File: src/rtl/timer_pkg.sv
// Shared types and helpers for the countdown timer: FSM states, unit codes,
// the six-digit BCD time record, and the one-second BCD borrow chain.
// Pure combinational helpers; no state and no flow control.
package timer_pkg;

  typedef enum logic [1:0] {
    ST_IDLE   = 2'd0,
    ST_RUN    = 2'd1,
    ST_PAUSED = 2'd2,
    ST_DONE   = 2'd3
  } state_t;

  localparam logic [1:0] UNIT_H = 2'd0;
  localparam logic [1:0] UNIT_M = 2'd1;
  localparam logic [1:0] UNIT_S = 2'd2;

  // Largest tens digit for seconds and minutes.
  localparam logic [3:0] MAX_SM = 4'd5;

  typedef struct packed {
    logic [3:0] h1;
    logic [3:0] h0;
    logic [3:0] m1;
    logic [3:0] m0;
    logic [3:0] s1;
    logic [3:0] s0;
  } bcd_time_t;

  // 0..15 binary to two BCD digits {tens, ones}.
  function automatic logic [7:0] to_bcd2(input logic [3:0] v);
    if (v >= 4'd10) return {4'd1, v - 4'd10};
    else            return {4'd0, v};
  endfunction

  // Subtract one second. Never called on 00:00:00: the tick that reaches
  // zero moves the FSM to DONE, so the hours borrow cannot underflow.
  function automatic bcd_time_t dec_time(input bcd_time_t t);
    bcd_time_t r;
    r = t;
    if (t.s0 != 4'd0) r.s0 = t.s0 - 4'd1;
    else begin
      r.s0 = 4'd9;
      if (t.s1 != 4'd0) r.s1 = t.s1 - 4'd1;
      else begin
        r.s1 = MAX_SM;
        if (t.m0 != 4'd0) r.m0 = t.m0 - 4'd1;
        else begin
          r.m0 = 4'd9;
          if (t.m1 != 4'd0) r.m1 = t.m1 - 4'd1;
          else begin
            r.m1 = MAX_SM;
            if (t.h0 != 4'd0) r.h0 = t.h0 - 4'd1;
            else begin
              r.h0 = 4'd9;
              r.h1 = t.h1 - 4'd1;
            end
          end
        end
      end
    end
    return r;
  endfunction

  function automatic logic is_zero(input bcd_time_t t);
    return (t == '0);
  endfunction

endpackage

File: src/rtl/tick_gen.sv
// One-second prescaler: counts 0..CLK_HZ-1 while en, pulses tick on the wrap cycle.
// Latency: tick is combinational from the held count; clr wins over en.
// Backpressure: none; en low simply freezes the count.
// Ports: clk, reset (async high), clr (sync clear), en (count enable), tick (wrap pulse).
module tick_gen #(
  parameter int CLK_HZ = 100_000_000
) (
  input  logic clk,
  input  logic reset,
  input  logic clr,
  input  logic en,
  output logic tick
);

  localparam int W = (CLK_HZ > 1) ? $clog2(CLK_HZ) : 1;
  localparam logic [W-1:0] LAST = W'(CLK_HZ - 1);

  logic [W-1:0] count_q, count_d;

  assign tick = en && !clr && (count_q == LAST);

  always_comb begin
    count_d = count_q;
    if (clr)       count_d = '0;
    else if (tick) count_d = '0;
    else if (en)   count_d = count_q + W'(1);
  end

  always_ff @(posedge clk or posedge reset) begin
    if (reset) count_q <= '0;
    else       count_q <= count_d;
  end

endmodule

File: src/rtl/countdown_timer.sv
// HH:MM:SS BCD countdown loaded from a single 4-bit value + unit; flags expiry.
// Latency: every output is registered, visible one cycle after the input is sampled.
// Backpressure: none; start is honoured only in IDLE/DONE (rej pulse on a bad setting).
// Ports: clk, reset (async high), start/unit_sel/value (load), pause (level),
//        cancel (abort/ack), busy/expired/done/rej (status), h1..s0 (BCD digits).
module countdown_timer #(
  parameter int CLK_HZ = 100_000_000
) (
  input  logic       clk,
  input  logic       reset,
  input  logic       start,
  input  logic [1:0] unit_sel,
  input  logic [3:0] value,
  input  logic       pause,
  input  logic       cancel,
  output logic       busy,
  output logic       expired,
  output logic       done,
  output logic       rej,
  output logic [3:0] h1,
  output logic [3:0] h0,
  output logic [3:0] m1,
  output logic [3:0] m0,
  output logic [3:0] s1,
  output logic [3:0] s0
);
  import timer_pkg::*;

  state_t    state_q, state_d;
  bcd_time_t time_q, time_d;
  logic      busy_q, busy_d;
  logic      expired_q, expired_d;
  logic      done_q, done_d;
  logic      rej_q, rej_d;

  logic      can_load, valid_req, pre_clr, pre_en, tick;
  bcd_time_t load_t, dec_t;

  assign can_load  = (state_q == ST_IDLE) || (state_q == ST_DONE);
  assign valid_req = start && (unit_sel != 2'd3) && (value != 4'd0);

  // The prescaler also counts on the PAUSED->RUN release cycle, so a pause
  // delays the next tick by exactly the number of cycles pause was high.
  assign pre_clr = cancel || (can_load && valid_req);
  assign pre_en  = !cancel && !pause &&
                   ((state_q == ST_RUN) || (state_q == ST_PAUSED));

  tick_gen #(.CLK_HZ(CLK_HZ)) u_tick_gen (
    .clk  (clk),
    .reset(reset),
    .clr  (pre_clr),
    .en   (pre_en),
    .tick (tick)
  );

  assign dec_t = dec_time(time_q);

  always_comb begin
    load_t = '0;
    case (unit_sel)
      UNIT_H:  {load_t.h1, load_t.h0} = to_bcd2(value);
      UNIT_M:  {load_t.m1, load_t.m0} = to_bcd2(value);
      UNIT_S:  {load_t.s1, load_t.s0} = to_bcd2(value);
      default: load_t = '0;
    endcase
  end

  always_comb begin
    state_d = state_q;
    time_d  = time_q;
    done_d  = 1'b0;
    rej_d   = 1'b0;
    if (cancel) begin
      state_d = ST_IDLE;
      time_d  = '0;
    end else begin
      case (state_q)
        ST_IDLE, ST_DONE: begin
          if (start) begin
            if (valid_req) begin
              state_d = ST_RUN;
              time_d  = load_t;
            end else begin
              rej_d = 1'b1;
            end
          end
        end
        ST_RUN, ST_PAUSED: begin
          if (pause) begin
            // A tick coinciding with pause is discarded (prescaler held).
            state_d = ST_PAUSED;
          end else begin
            state_d = ST_RUN;
            if (tick) begin
              time_d = dec_t;
              if (is_zero(dec_t)) begin
                state_d = ST_DONE;
                done_d  = 1'b1;
              end
            end
          end
        end
        default: state_d = ST_IDLE;
      endcase
    end
    busy_d    = (state_d == ST_RUN) || (state_d == ST_PAUSED);
    expired_d = (state_d == ST_DONE);
  end

  always_ff @(posedge clk or posedge reset) begin
    if (reset) begin
      state_q   <= ST_IDLE;
      time_q    <= '0;
      busy_q    <= 1'b0;
      expired_q <= 1'b0;
      done_q    <= 1'b0;
      rej_q     <= 1'b0;
    end else begin
      state_q   <= state_d;
      time_q    <= time_d;
      busy_q    <= busy_d;
      expired_q <= expired_d;
      done_q    <= done_d;
      rej_q     <= rej_d;
    end
  end

  assign busy    = busy_q;
  assign expired = expired_q;
  assign done    = done_q;
  assign rej     = rej_q;
  assign h1      = time_q.h1;
  assign h0      = time_q.h0;
  assign m1      = time_q.m1;
  assign m0      = time_q.m0;
  assign s1      = time_q.s1;
  assign s0      = time_q.s0;

endmodule

File: config.mk
export PLATFORM = sky130hd
export DESIGN_NAME = countdown_timer
export DESIGN_NICKNAME = d
export VERILOG_FILES = /design/src/rtl/timer_pkg.sv /design/src/rtl/tick_gen.sv /design/src/rtl/countdown_timer.sv
export SDC_FILE = /design/constraint.sdc
export NUM_CORES = 1
export LEC_CHECK = 0
export CORE_ASPECT_RATIO = 0.7
export CORE_MARGIN = 4
export CORE_UTILIZATION = 50
export DETAILED_ROUTE_END_ITERATION = 6
export PLACE_DENSITY = 0.77
export REMOVE_ABC_BUFFERS = 1
export SETUP_SLACK_MARGIN = 0.5
export SLEW_MARGIN = 20
export SYNTH_ARGS = -nofsm -noshare
export SYNTH_HDL_FRONTEND = slang
export SYNTH_HIERARCHICAL = 1
export SYNTH_SLANG_ARGS = --single-unit
File: constraint.sdc
create_clock -name clk -period 4.28 [get_ports clk]
set_clock_uncertainty 0.1 [all_clocks]
set_input_delay 0.428 -clock clk [delete_from_list [all_inputs] [get_ports clk]]
set_output_delay 0.428 -clock clk [all_outputs]
set_load 0.05 [all_outputs]
==> results.toml <==
[cts]
cts_max_level = 3
tritoncts_num_sinks = 57
numCtsBuffers = 9
clock_tree.buffer_depth = 2
clk_pin_slew_ps = 70
cts_hold_buffers = 0
clock-root-buffer = "clkbuf_8"
insertion_delay_ps = 340
tritoncts = "yes"

[logic_synthesis]
netlist_instances = 425
synth_enable_flop_cells = 0
ys_top_cells_by_area = "dfrtp_1 39%, nor2_1 4.5%, o21ai_0 4.1%"
yosysSeqAreaShare_pct = 38.9
synth.ff_latch_count = 57
synth_largest_area_cell = "dfrtp_1"
postSynthAreaPerCell_um2 = 8.62
synth.distinct_cells = 69
postSynth.topFlopCell = "dfrtp_1"
netlist_area_um2 = 3660
synth_top_area_share_pct = 38.9
number_of_warning_messages_in_the_yosys_log = 6
post-synth-top-count-cell = "dfrtp_1"
ys_async_sr_fraction_pct = 100
yosys-top-cells-count = "57 x dfrtp_1, 44 x nor2_1, 34 x nand2_1, 30 x o21ai_0"

[sta]
maxSlewViolCount = 0
fin_setup_tns_ps = 0
grt_setup_unrepaired = "yes"
post-route-period-util_pct = 86.3
post-route-worst-setup-slack_ps = 584
final_critical_path_time_including_i_o_delays_and_setup_ps = 3700
finalHoldViolations = 0
worst_slew_margin_rel_pct = 42.2
tightestPinTransition_ps = 864
final-setup-viol-count = 0
hold-worst-slack_ps = 398
timing.fmax_mhz = 271

[place]
post-place-cells = 554
dp_hpwl_um = 7510
placement.setup.worst_slack_ps = 187
numPortBuffers = 38
finalWeightedCongestion = 0.931

[worst_setup_path]
worst-endpoint-required_ps = 4400
crit-reg2reg-launch = "s0[0]$_DFFE_PP0P_"
worst-setup-path-type = "in -> reg"
worst-endpoint-arrival_ps = 3820
worstSetupEndpointType = "register"
rrSetupSlack_ps = 890
critical_path_peak_fanout = 4
start_kind = "primary input"
startpoint = "value[1]"

[grt]
grt_pass1_wl_um = 17000
residual_overflow_from_global_routing = 0
grt.total_usage_pct = 25.0
grt_pass1_vias = 3370
grt_start_max_net_pins = 38
antenna_violations_before_repair = 0

[pwr]
worst_ir_drop_vdd_v = 0.000148
total_leakage_power_nw = 1.78
fin_total_pwr_mw = 1.44
swShare_pct = 36.6
power.density_nw_per_um2 = 329
switchingPower_mw = 0.528
pwr-share-clk_pct = 29.6
cell_internal_pwr_mw = 0.916
power.sequential.fraction_pct = 40.8
comb_power_share_pct = 29.5

[finish]
area_growth_syn_to_fin_pct = 19.7
num_antenna_cells = 0
layout-drive-gt1-share_pct = 10.9
layout.cells.non_filler = 571
design.final.nets = 490

[floorplanning]
initial_core_util_pct = 52.8
boundaryPins = 39
core_region_area_um2 = 6940
placementRows = 25
chipWidth_um = 110
dieHeight_um = 79.6
die_area_um2 = 8780

[job]
drv.max_cap_violation_count = 0

[detailed_routing]
first_iter_violations = 389
remaining_drcs = 0
wirelength_um = 10600
detail_route.wl_per_cell_um = 18.5
drt-pass1-iter-count = 5
routed-via-count = 3679
antenna_violating_nets_post_route = 0
via_per_inst = 6.44

[worst_hold_path]
hold_class = "in -> async"

[outcome]
status = "finished, final reports clean"
==> worst max-delay path, cell delays in order <==
cell and delay [ps]:
clkdlybuf4s50_1 460, or2_1 290, o311a_1 340, nor2_1 120, nor2_1 60, or4_1 530
nor4_4 170, nand3b_1 110, nor2_1 160, nand4_1 180, a2111oi_4 380, nand4b_1 180
o31ai_1 120, ha_1 290
==> state kept, by name (all words and copies together), names as in the netlist <==
name,count
busy,1
done,1
expired,1
h0,4
h1,4
m0,4
m1,4
rej,1
s0,4
s1,4
state_q,2
u_tick_gen/count_q,27
==> final cells by class <==
class,instances,area (µm²)
fill,619,2560
inverter,17,63.8
sequential,57,1430
tap,94,118
clock buffer,10,128
timing repair buffer,53,493
clock inverter,6,35.0
multi-input combinational,334,2120
==> stage by stage <==
step	cell area, µm²	utilization, %
finish	4380	63.1
global route	4380	63.1
CTS	4350	62.6
detailed placement	4190	60.3
global placement	4190	60.3
floorplan	3580	-
==> cell usage in the layout, fill, tap and decap left out, types with 15 or more instances in the layout <==
cell type,Yosys,routed
clkdlybuf4s50_1,0,38
a31oi_1,21,21
inv_1,17,16
buf_4,0,15
nand2_1,34,34
dfrtp_1,57,57
nand3_1,16,16
a21oi_1,21,21
nor2_1,44,43
o21ai_0,30,30
==> kinds of logic (layout without fill, tap and decap cells) <==
logic type / count (synthesis) / after routing / synth area share [%]
multiplexers: 4 / 4 / 1.16
adder cells (fa/ha/maj): 7 / 7 / 2.39
flip-flops: 57 / 57 / 38.9
XOR/XNOR: 7 / 7 / 1.67
buffers and inverters: 34 / 86 / 3.96
AND/OR/NAND/NOR: 187 / 187 / 28.7
AO/OA/AOI/OAI: 129 / 129 / 23.2
==> metal layers <==
metal / track usage, % / up-vias / wire length (µm) / part of all wire (%)
met4: 7.26 / 0 / 144 / 1.4
met2: 35.2 / 200 / 4510 / 43
met1: 36.7 / 1752 / 4840 / 46
li1: - / 1705 / - / -
met5: 0 / - / 0 / 0
met3: 7.60 / 22 / 1090 / 10
==> power by group through the flow <==
stage / Sequential, mW / Combinational [mW] / Clock, mW
2_1_floorplan: 0.649 / 0.219 / 0
3_3_place_gp: 0.598 / 0.403 / 0
3_5_place_dp: 0.598 / 0.411 / 0
4_1_cts: 0.589 / 0.413 / 0.438
5_1_grt: 0.593 / 0.458 / 0.457
6_report: 0.590 / 0.426 / 0.428
==> timing repair <==
action,4_1_cts,5_1_grt
gates resized for setup,0,5
hold endpoints to repair,0,0
setup buffers,0,1
setup endpoints to repair,0,13
==> worst paths after layout <==
check                      cells after the start                                 end
max in group asynchronous                      3                   s0[0]$_DFFE_PP0P_
max                                           14                      busy$_DFF_PP0_
min reg2reg                                    1  u_tick_gen/count_q[23]$_DFFE_PP0P_
max reg2reg                                    9                      busy$_DFF_PP0_
min                                            2  u_tick_gen/count_q[11]$_DFFE_PP0P_
min in group clk                               1  u_tick_gen/count_q[23]$_DFFE_PP0P_
Power figures use the tool's default switching activity.
